==> src/rtl/core_pkg.sv <==
// Shared core constants and helpers for register-file side logic.
//   REG_ADDR_W : architectural register index width
//   NUM_REGS   : number of architectural registers (x0 hardwired to zero)
//   XLEN       : default datapath width
//   slice_lo   : low bit of element idx inside a packed bundle of width-bit fields
package core_pkg;

  localparam int unsigned REG_ADDR_W = 5;
  localparam int unsigned NUM_REGS   = 32;
  localparam int unsigned XLEN       = 32;

  // Low bit index of field idx in a bundle packed as [w*idx+w-1 : w*idx].
  function automatic int unsigned slice_lo(input int unsigned idx, input int unsigned width);
    return idx * width;
  endfunction

endpackage

==> src/rtl/regfile_wb_ctrl_rr_arbiter.sv <==
// rr_arbiter: combinational round-robin arbiter.
// The search starts at ptr and wraps; the first asserted request wins.
// Ports:
//   req     in  N      request vector
//   ptr     in  PTR_W  current priority pointer (0..N-1)
//   gnt     out N      one-hot grant, all-zero when req is zero
//   ptr_nxt out PTR_W  pointer after this cycle's grant ((winner+1) mod N),
//                      equal to ptr when nothing is granted
module rr_arbiter
  import core_pkg::*;
#(
  parameter int unsigned N = 3,
  localparam int unsigned PTR_W = (N > 1) ? $clog2(N) : 1
) (
  input  logic [N-1:0]     req,
  input  logic [PTR_W-1:0] ptr,
  output logic [N-1:0]     gnt,
  output logic [PTR_W-1:0] ptr_nxt
);

  logic             w_found;
  logic [PTR_W-1:0] w_idx;

  // Scan N positions starting at ptr; take the first valid one.
  always_comb begin
    gnt     = '0;
    ptr_nxt = ptr;
    w_found = 1'b0;
    w_idx   = '0;
    for (int unsigned off = 0; off < N; off++) begin
      w_idx = PTR_W'((32'(ptr) + off) % N);
      if (!w_found && req[w_idx]) begin
        w_found    = 1'b1;
        gnt[w_idx] = 1'b1;
        ptr_nxt    = PTR_W'((32'(w_idx) + 32'd1) % N);
      end
    end
  end

endmodule

==> src/rtl/regfile_wb_ctrl.sv <==
// regfile_wb_ctrl: write-back controller for the 32x32 register file.
// Shares the single regfile write port among NREQ producers with round-robin
// arbitration and a registered output stage, and keeps a per-register
// pending-write scoreboard that drives the issue-stage hazard signal.
//
// Build option: define REGFILE_WB_BYPASS_EN to clear busy bits on acceptance
// and forward the registered write-back data to the read operands. Without
// it, busy bits clear at the regfile commit edge and the bypass is tied off.
//
// Parameters: NREQ (2..8) requesters, XLEN data width.
// Ports:
//   clk, rst                      clock, synchronous active-high reset
//   req_valid/req_rd/req_data     per-requester result bundles (packed slices)
//   req_ready                     one-hot grant (combinational)
//   iss_valid, iss_rd             issue of an instruction writing iss_rd
//   rs1, rs2                      sources of the instruction in issue
//   hazard                        RAW/WAW stall request (combinational)
//   rsX_byp_en, rsX_byp_data      forwarding from the write-back register
//   rf_wr_en, rf_addr_d, rf_data_d  registered regfile write port
module regfile_wb_ctrl
  import core_pkg::REG_ADDR_W, core_pkg::NUM_REGS, core_pkg::slice_lo;
#(
  parameter int unsigned NREQ = 3,
  parameter int unsigned XLEN = core_pkg::XLEN
) (
  input  logic                       clk,
  input  logic                       rst,
  input  logic [NREQ-1:0]            req_valid,
  input  logic [REG_ADDR_W*NREQ-1:0] req_rd,
  input  logic [XLEN*NREQ-1:0]       req_data,
  output logic [NREQ-1:0]            req_ready,
  input  logic                       iss_valid,
  input  logic [REG_ADDR_W-1:0]      iss_rd,
  input  logic [REG_ADDR_W-1:0]      rs1,
  input  logic [REG_ADDR_W-1:0]      rs2,
  output logic                       hazard,
  output logic                       rs1_byp_en,
  output logic                       rs2_byp_en,
  output logic [XLEN-1:0]            rs1_byp_data,
  output logic [XLEN-1:0]            rs2_byp_data,
  output logic                       rf_wr_en,
  output logic [REG_ADDR_W-1:0]      rf_addr_d,
  output logic [XLEN-1:0]            rf_data_d
);

  localparam int unsigned PTR_W = (NREQ > 1) ? $clog2(NREQ) : 1;

  logic [PTR_W-1:0]      r_ptr;
  logic [PTR_W-1:0]      w_ptr_nxt;
  logic [NREQ-1:0]       w_gnt;
  logic                  w_xfer;
  logic [REG_ADDR_W-1:0] w_sel_rd;
  logic [XLEN-1:0]       w_sel_data;
  logic [NUM_REGS-1:0]   r_busy;
  logic [NUM_REGS-1:0]   w_busy_nxt;
  logic                  w_clr_en;
  logic [REG_ADDR_W-1:0] w_clr_rd;

  logic [REG_ADDR_W-1:0] w_rd_arr   [NREQ];
  logic [XLEN-1:0]       w_data_arr [NREQ];

  // Unpack the request bundles.
  for (genvar g = 0; g < NREQ; g++) begin : g_unpack
    assign w_rd_arr[g]   = req_rd[slice_lo(g, REG_ADDR_W) +: REG_ADDR_W];
    assign w_data_arr[g] = req_data[slice_lo(g, XLEN) +: XLEN];
  end

  // Grant never looks at rf_*: the output stage accepts every cycle.
  rr_arbiter #(
    .N (NREQ)
  ) u_arb (
    .req     (req_valid),
    .ptr     (r_ptr),
    .gnt     (w_gnt),
    .ptr_nxt (w_ptr_nxt)
  );

  assign req_ready = w_gnt;
  assign w_xfer    = |(req_valid & w_gnt);

  // One-hot AND-OR mux of the granted requester's rd/data.
  always_comb begin
    w_sel_rd   = '0;
    w_sel_data = '0;
    for (int unsigned i = 0; i < NREQ; i++) begin
      w_sel_rd   = w_sel_rd   | (w_rd_arr[i]   & {REG_ADDR_W{w_gnt[i]}});
      w_sel_data = w_sel_data | (w_data_arr[i] & {XLEN{w_gnt[i]}});
    end
  end

`ifdef REGFILE_WB_BYPASS_EN
  // Clear on acceptance; the value is forwarded from rf_* next cycle.
  assign w_clr_en     = w_xfer;
  assign w_clr_rd     = w_sel_rd;
  assign rs1_byp_en   = rf_wr_en && (rf_addr_d == rs1);
  assign rs2_byp_en   = rf_wr_en && (rf_addr_d == rs2);
  assign rs1_byp_data = rf_data_d;
  assign rs2_byp_data = rf_data_d;
`else
  // Clear at the commit edge; rf_addr_d is the registered accepted rd.
  assign w_clr_en     = rf_wr_en;
  assign w_clr_rd     = rf_addr_d;
  assign rs1_byp_en   = 1'b0;
  assign rs2_byp_en   = 1'b0;
  assign rs1_byp_data = '0;
  assign rs2_byp_data = '0;
`endif

  // Scoreboard update: set has priority over a same-cycle clear.
  always_comb begin
    w_busy_nxt = r_busy;
    if (w_clr_en) begin
      w_busy_nxt[w_clr_rd] = 1'b0;
    end
    if (iss_valid && (iss_rd != '0)) begin
      w_busy_nxt[iss_rd] = 1'b1;
    end
    w_busy_nxt[0] = 1'b0;
  end

  assign hazard = r_busy[rs1] | r_busy[rs2] | (iss_valid & r_busy[iss_rd]);

  // Pointer, scoreboard and write-port registers.
  always_ff @(posedge clk) begin
    if (rst) begin
      r_ptr     <= '0;
      r_busy    <= '0;
      rf_wr_en  <= 1'b0;
      rf_addr_d <= '0;
      rf_data_d <= '0;
    end else begin
      r_busy <= w_busy_nxt;
      if (w_xfer) begin
        r_ptr     <= w_ptr_nxt;
        rf_wr_en  <= (w_sel_rd != '0);
        rf_addr_d <= w_sel_rd;
        rf_data_d <= w_sel_data;
      end else begin
        rf_wr_en  <= 1'b0;
      end
    end
  end

endmodule

==> config.mk <==
export PLATFORM = sky130hd
export DESIGN_NAME = regfile_wb_ctrl
export DESIGN_NICKNAME = d
export VERILOG_FILES = /design/src/rtl/core_pkg.sv /design/src/rtl/regfile_wb_ctrl_rr_arbiter.sv /design/src/rtl/regfile_wb_ctrl.sv
export SDC_FILE = /design/constraint.sdc
export NUM_CORES = 1
export LEC_CHECK = 0
export BUFFER_PORTS_ARGS = -buffer_cell sky130_fd_sc_hd__buf_2
export CAP_MARGIN = 20
export CORE_MARGIN = 2
export CORE_UTILIZATION = 35
export CTS_BUF_LIST = sky130_fd_sc_hd__clkbuf_16
export DETAILED_ROUTE_END_ITERATION = 12
export GPL_TIMING_DRIVEN = 0
export PLACE_DENSITY_LB_ADDON = 0.2
export SLEW_MARGIN = 10
export SYNTH_ARGS = -nofsm -noshare
export SYNTH_HDL_FRONTEND = slang
export SYNTH_SLANG_ARGS = --single-unit
==> constraint.sdc <==
create_clock -name clk -period 2.8 [get_ports clk]
set_input_delay 0.14 -clock clk [delete_from_list [all_inputs] [get_ports clk]]
set_output_delay 0.14 -clock clk [all_outputs]
set_load 0.005 [all_outputs]
==> impl_table.tex, run 1 <==
\begin{tabular}{lr}
\hline
Metric & Value \\
\hline
\multicolumn{2}{l}{\textbf{Power}} \\
\quad Internal power component & 0.00306 W \\
\quad Clock network fraction of total power & 18.8\% \\
\quad Worst vdd ir & 0.000574 V \\
\quad Switching power & 0.00223 W \\
\quad Portion of total power attributed to sequential cells & 27.9\% \\
\quad PD cells & 833 nW/um\^{}2 \\
\quad Combinational cell fraction of total power & 53.4\% \\
\quad Sw Share & 42.1\% \\
\quad Cell leakage power & 2.85 nW \\
\multicolumn{2}{l}{\textbf{Synthesis}} \\
\quad Post-Synthesis Mean Instance Area & 9.11 sq um \\
\quad Proportion of synthesized chip area in sequential cells & 30.0\% \\
\quad Post-Syn Instances & 520 \\
\quad YS warnings & 0 \\
\quad Distinct cell type count after synthesis & 43 \\
\quad Biggest area consumer among synthesized cells & dfxtp\_1 \\
\quad Register bit total from synthesis & 71 \\
\quad Summed instance area of the synthesized netlist & 4740 sq um \\
\quad Top-area cell type share of the netlist area & 30.0\% \\
\quad Top cells by area, synth & dfxtp\_1 30\%, mux4\_2 11\%, buf\_4 11\% \\
\quad Primary FF master, synth & dfxtp\_1 \\
\quad Fraction of synthesis flops using an asynchronous set or reset pin & 0\% \\
\quad Post-synth EDFFs & 0 \\
\multicolumn{2}{l}{\textbf{Critical path}} \\
\quad Longest individual stage delay on the worst path & 500 ps \\
\quad Setup crit start kind & flop \\
\quad Crit path kind & flop to flop \\
\quad Standard cell with the maximum stage delay on the critical path & a222oi\_1 \\
\quad Buffers \& Inverters on Critical Path & 4 \\
\quad Number of gates on the worst path with buffers counted & 11 \\
\quad Worst EP arrival & 2850 ps \\
\quad Worst-path cell chain & inv\_1, ha\_1, clkbuf\_2, nor3b\_1, o21ai\_0, o21a\_1, o2bb2ai\_1, buf\_2, clkbuf\_4, a222oi\_1, a211oi\_2 \\
\quad Required @ worst endpoint & 2990 ps \\
\quad Worst Reg-to-Reg Cells & 11 \\
\quad Cell family with the largest share of critical-path delay & compound AO/OA/AOI/OAI gates \\
\quad Top fanout value on the critical path & 10 \\
\quad Kind of end point of the critical path & flop \\
\multicolumn{2}{l}{\textbf{Floorplanning}} \\
\quad Die Height & 120 um \\
\quad Initial standard-cell utilization of the core & 35.8\% \\
\quad Die Span X & 120 um \\
\quad Die Outline Area & 14500 sq um \\
\quad Total core area & 13200 sq um \\
\quad I/O pin count & 240 \\
\quad Count of standard-cell rows & 42 \\
\multicolumn{2}{l}{\textbf{Timing}} \\
\quad Slew Viols, Final & 0 \\
\quad Shortest period the worst path allows & 2660 ps \\
\quad Max Clock Freq & 375 MHz \\
\quad Period Utilization, post-route & 95.2\% \\
\quad RSZ-0062 raised after global routing & no \\
\quad Transition time of the tightest slew-check pin & 766 ps \\
\quad Max-Slew Margin vs Limit & 48.7\% \\
\quad Setup total negative slack & 0 ps \\
\quad Final setup violating endpoints & 0 \\
\quad Final-report hold violation count & 0 \\
\quad Worst clock skew & 5.33 ps \\
\multicolumn{2}{l}{\textbf{GRT}} \\
\quad GRT Residual Overflow & 0 \\
\quad Antenna violations before repair & 1 \\
\quad Maximum number of pins on one net before global-route repair & 12 \\
\quad Vias in the first global route & 4639 \\
\quad Global-route wire length before repair & 23800 um \\
\quad Global-route usage over all layers & 20.7\% \\
\multicolumn{2}{l}{\textbf{Clock network}} \\
\quad Number of buffers created by CTS & 9 \\
\quad Clock slew seen by the registers of the worst setup and hold paths & 60 ps \\
\quad CTS tree & done \\
\quad Source-to-sink clock delay at the later pin of the worst-skew pair & 330 ps \\
\quad Root buffer selected by CTS & clkbuf\_16 \\
\quad H-Tree Level Count & 3 \\
\quad Hold-fix buffers at CTS & 0 \\
\quad Clock tree sinks & 71 \\
\quad Longest Clk Path Bufs & 2 \\
\multicolumn{2}{l}{\textbf{Final layout}} \\
\quad Share of cells above drive strength 1 & 43.2\% \\
\quad Number of antenna repair diodes & 0 \\
\quad Finished Cell Area & 6340 sq um \\
\quad Count of nets after finishing & 901 \\
\quad Area added between synthesis and finish & 33.9\% \\
\multicolumn{2}{l}{\textbf{Drt}} \\
\quad Routed wirelength normalized by instance count & 16.5 um \\
\quad Wire length reported by the detailed router & 15500 um \\
\quad Post-detailed-route DRC marker count & 0 \\
\quad Final antenna-violating net count & 0 \\
\quad First drt pass iteration count & 5 \\
\quad Routed vias/inst & 5.20 \\
\quad Number of DRC violations after detailed-routing iteration 0 & 500 \\
\quad Vias post-DR & 4913 \\
\multicolumn{2}{l}{\textbf{Min path}} \\
\quad Hold Path Stages & 3 \\
\quad Worst min path class & primary input to flop \\
\multicolumn{2}{l}{\textbf{Placement}} \\
\quad Placed standard-cell area & 6040 sq um \\
\quad Port Buffers & 167 \\
\quad Final weighted congestion of routability-driven global placement & 0.894 \\
\quad Half-perimeter wire length after detailed placement & 12300 um \\
\multicolumn{2}{l}{\textbf{Run}} \\
\quad Max-cap check violation count & 0 \\
\multicolumn{2}{l}{\textbf{Run status}} \\
\quad Result of the run & complete, no violations \\
\hline
\end{tabular}
worst min-delay path: cells and delay by family:
family / cells / cell delay (ps)
buffers and inverters: 1 / 80
AO/OA/AOI/OAI: 2 / 270
cell usage after synthesis, drive strengths merged (2+ instances only):
master,n
a211oi,37
a21oi,35
a221o,2
a222oi,38
a22oi,4
a32oi,2
and3,3
buf,78
clkbuf,31
dfxtp,71
ha,5
inv,5
mux2,3
mux2i,6
mux4,24
nand2,46
nand2b,4
nand3,3
nand3b,5
nand4,2
nor2,50
nor2b,4
nor3b,5
o21ai,41
or3b,3
power groups by stage:
stage	Clock [W]	Sequential (W)	Combinational, W
floorplan	0	0.00147	0.00184
global placement	0	0.00148	0.00269
detailed placement	0	0.00149	0.00273
CTS	0.00101	0.00147	0.00277
global route	0.00106	0.00150	0.00309
finish	0.000993	0.00147	0.00282
registers in the layout, indices dropped and copies added, names as in the netlist:
register	flops
r_busy	31
r_ptr	2
rf_data_d	32
rf_wr_en	1
rf_addr_d	5
layout make-up:
class                   count  area, sq um
plain buffers             109          726
clock buffers               9          225
clock inverters             7         31.3
fillers                  1327         6900
inverters                   5         18.8
multi-input cells         400         2860
flip-flops and latches     71         1420
well taps                 176          220
repair buffers            168          841
cell families after synthesis:
group / share of synthesized area (%)
DFF: 30.0
buffers and inverters: 14.9
adders and majority gates: 1.32
and+or+nand+nor: 12.2
muxes: 13.4
AOI/OAI and AO/OA: 28.1
other: 0.0792
what timing repair did:
action                     in CTS  in global routing
setup buffers                   0                  0
pin swaps                       1                  4
setup endpoints to repair      40                 43
gates resized for setup         9                 29
cells in the final DEF (no fill, tap or decap), types with 18 or more instances in the layout:
master and n:
conb_1 66, nor2_1 50, dfxtp_1 70, clkbuf_1 18, o21ai_0 39, a222oi_1 38
nand2_1 46, a21oi_1 35, mux4_2 24, buf_4 68, buf_2 172, a211oi_2 30
metal layers:
layer | GRT usage [%] | vias up | wire (um)
li1 | - | 2337 | -
met1 | 25.2 | 2307 | 6280
met2 | 36.5 | 252 | 7710
met3 | 4.67 | 17 | 1290
met4 | 6.40 | 0 | 265
met5 | 0 | - | 0
stage by stage:
step           utilization, %  setup WS (ps)  power [W]  hold slack, ps  instances
3_3_place_gp             45.6           -120    0.00417             491        928
3_5_place_dp             45.6           -118    0.00422             493        928
5_1_grt                  47.9           2.77    0.00565             205        945
6_report                 47.9            135    0.00529             201        945
4_1_cts                  47.6           3.22    0.00526             193        944
2_1_floorplan               -            292    0.00331             340        585
final timing paths:
path / end / slack [ps] / start
hold / removal: rf_data_d[4] / 200 / req_data[4]
hold reg to reg: rf_data_d[24] / 500 / rf_data_d[24]
setup / recovery: rf_data_d[20] / 140 / r_ptr[0]
setup reg to reg: rf_data_d[20] / 140 / r_ptr[0]
Power figures use the tool's default switching activity.
==> run 2: changes to the inputs <==
==> constraint.sdc (replaced) <==
create_clock -name clk -period 2.8 [get_ports clk]
set_input_delay 0.14 -clock clk [delete_from_list [all_inputs] [get_ports clk]]
set_output_delay 0.14 -clock clk [all_outputs]
set_load 0.01 [all_outputs]
==> impl_table.tex, run 2 (synthesis gave the netlist of run 1 again) <==
\begin{tabular}{lr}
\hline
Metric & Value \\
\hline
\multicolumn{2}{l}{\textbf{Placement}} \\
\quad Final weighted congestion of routability-driven global placement & 0.894 \\
\quad Placed standard-cell area & 6040 sq um \\
\quad Port Buffers & 167 \\
\quad Half-perimeter wire length after detailed placement & 12300 um \\
\multicolumn{2}{l}{\textbf{Clock network}} \\
\quad Number of buffers created by CTS & 9 \\
\quad H-Tree Level Count & 3 \\
\quad Root buffer selected by CTS & clkbuf\_16 \\
\quad CTS tree & done \\
\quad Clock tree sinks & 71 \\
\quad Clock slew seen by the registers of the worst setup and hold paths & 60 ps \\
\quad Longest Clk Path Bufs & 2 \\
\quad Source-to-sink clock delay at the later pin of the worst-skew pair & 330 ps \\
\multicolumn{2}{l}{\textbf{Drt}} \\
\quad Post-detailed-route DRC marker count & 0 \\
\quad Routed vias/inst & 5.22 \\
\quad Routed wirelength normalized by instance count & 16.5 um \\
\quad Vias post-DR & 4947 \\
\quad Number of DRC violations after detailed-routing iteration 0 & 498 \\
\quad Final antenna-violating net count & 0 \\
\quad Wire length reported by the detailed router & 15600 um \\
\quad First drt pass iteration count & 7 \\
\multicolumn{2}{l}{\textbf{Final layout}} \\
\quad Most common library cell in the layout ignoring fill and taps & buf\_2 \\
\quad Largest registers & rf\_data\_d: 32 flops, r\_busy: 31 flops, rf\_addr\_d: 5 flops \\
\quad Biggest register & rf\_data\_d \\
\quad Share of cells above drive strength 1 & 43.3\% \\
\quad Max reg flops & 32 \\
\quad Area added between synthesis and finish & 34.3\% \\
\quad Number of antenna repair diodes & 0 \\
\quad Finished Core Util & 48.0\% \\
\quad Most frequent cells in the layout & 174 x buf\_2, 70 x dfxtp\_1, 69 x buf\_4, 66 x conb\_1, 50 x nor2\_1 \\
\quad Finished Cell Area & 6360 sq um \\
\quad Count of nets after finishing & 903 \\
\multicolumn{2}{l}{\textbf{Critical path}} \\
\quad Top fanout value on the critical path & 10 \\
\quad Worst Reg-to-Reg Cells & 12 \\
\quad Crit path kind & flop to flop \\
\quad Capture point of the worst reg-to-reg path & r\_ptr[1] \\
\quad Kind of end point of the critical path & flop \\
\quad Source of the worst register-to-register timing path & r\_ptr[0] \\
\quad Worst EP arrival & 2880 ps \\
\quad Setup crit start kind & flop \\
\quad Reg2Reg Setup Slack & 120 ps \\
\quad Required @ worst endpoint & 3000 ps \\
\multicolumn{2}{l}{\textbf{Power}} \\
\quad Sw Share & 43.2\% \\
\quad Combinational cell fraction of total power & 54.8\% \\
\quad PD cells & 857 nW/um\^{}2 \\
\quad Internal power component & 0.00310 W \\
\quad Worst vdd ir & 0.000579 V \\
\quad Switching power & 0.00236 W \\
\quad Clock network fraction of total power & 18.2\% \\
\quad Portion of total power attributed to sequential cells & 27.0\% \\
\quad Cell leakage power & 2.86 nW \\
\multicolumn{2}{l}{\textbf{GRT}} \\
\quad Vias in the first global route & 4639 \\
\quad Global-route usage over all layers & 20.7\% \\
\quad Met3 GRT Util & 4.67\% \\
\quad Maximum number of pins on one net before global-route repair & 12 \\
\quad Global-route wire length before repair & 23800 um \\
\quad Busiest layer in global routing & met2 \\
\quad GRT Residual Overflow & 0 \\
\quad Antenna violations before repair & 1 \\
\quad Global-route track usage on met1 & 25.2\% \\
\quad Met2 Use GR & 36.5\% \\
\multicolumn{2}{l}{\textbf{Min path}} \\
\quad Hold Path Stages & 3 \\
\quad Capture endpoint of the worst hold path & rf\_data\_d[4] \\
\quad Worst min path class & primary input to flop \\
\quad Hold Crit Start & req\_data[4] \\
\multicolumn{2}{l}{\textbf{Timing}} \\
\quad Max-Slew Margin vs Limit & 49.1\% \\
\quad Max Clock Freq & 374 MHz \\
\quad Period Utilization, post-route & 95.6\% \\
\quad Slew Viols, Final & 0 \\
\quad Worst hold margin & 201 ps \\
\quad Transition time of the tightest slew-check pin & 761 ps \\
\quad Final setup violating endpoints & 0 \\
\quad RSZ-0062 raised after global routing & no \\
\quad Worst clock skew & 5.06 ps \\
\quad Shortest period the worst path allows & 2680 ps \\
\quad Final-report hold violation count & 0 \\
\multicolumn{2}{l}{\textbf{Floorplanning}} \\
\quad Die Height & 120 um \\
\quad I/O pin count & 240 \\
\quad Count of standard-cell rows & 42 \\
\quad Die Span X & 120 um \\
\quad Total core area & 13200 sq um \\
\quad Die Outline Area & 14500 sq um \\
\quad Initial standard-cell utilization of the core & 35.8\% \\
\multicolumn{2}{l}{\textbf{Run status}} \\
\quad Result of the run & complete, no violations \\
\multicolumn{2}{l}{\textbf{Run}} \\
\quad Max-cap check violation count & 0 \\
\hline
\end{tabular}
run 2: changes by cell type in the layout (fill, tap and decap cells not counted), sizes merged:
cell / before / now
buf: 246 / 249
clkbuf: 40 / 39
run 2: per-layer routing:
layer  part of all wire [%]  vias up
li1                       -     2339
met5                      0        -
met1                     40     2346
met4                    1.7        0
met2                     50      245
met3                    8.2       17
run 2: final cells by class:
type | count | area (sq um)
plain buffers | 109 | 731
clock buffers | 9 | 225
clock inverters | 7 | 31.3
fillers | 1326 | 6880
inverters | 5 | 18.8
multi-input cells | 400 | 2860
flip-flops and latches | 71 | 1420
well taps | 176 | 220
repair buffers | 170 | 853
run 2: per-stage QoR:
stage	setup slack, ps	setup TNS (ps)	power, W	cells
final	124	0	0.00545	947
after detailed placement	-118	-2680	0.00435	928
after global placement	-120	-2210	0.00430	928
after CTS	8.30	0	0.00539	944
after floorplan	292	0	0.00344	585
after global routing	1.30	0	0.00582	947
run 2: worst max-delay path: stages, from the launching register on:
cell and delay, ps:
dfxtp_2 360, inv_1 70, ha_1 330, buf_4 170
nor2_1 50, nand4_1 120, o21ai_1 90, a221o_1 400
a221o_1 470, buf_6 180, buf_4 130, mux2i_1 130
nor2_1 50
run 2: what timing repair did:
| item | 4_1_cts | 5_1_grt |
|---|---|---|
| setup endpoints to repair | 40 | 43 |
| endpoints found under the hold margin | 0 | 0 |
| pin swaps | 1 | 3 |
| hold buffers | 0 | 0 |
| resized for setup | 10 | 32 |
| setup buffers | 0 | 1 |
| gates cloned | 0 | 1 |
run 2: worst max-delay path by stage:
| stage | to | cells after the start | from |
|---|---|---|---|
| finish | r_ptr[1] | 12 | r_ptr[0] |
| global route | rf_data_d[3] | 11 | r_ptr[0] |
| CTS | req_ready[0] | 10 | r_ptr[1] |
| detailed placement | rf_data_d[13] | 11 | r_ptr[0] |
| global placement | rf_data_d[20] | 11 | r_ptr[0] |
| floorplan | rf_addr_d[0] | 11 | r_ptr[0] |
run 2: power groups by stage:
stage | combinational [W] | clock, W | sequential (W)
CTS | 0.00290 | 0.00101 | 0.00147
global route | 0.00326 | 0.00106 | 0.00150
detailed placement | 0.00286 | 0 | 0.00149
finish | 0.00299 | 0.000991 | 0.00147
floorplan | 0.00187 | 0 | 0.00157
global placement | 0.00281 | 0 | 0.00148
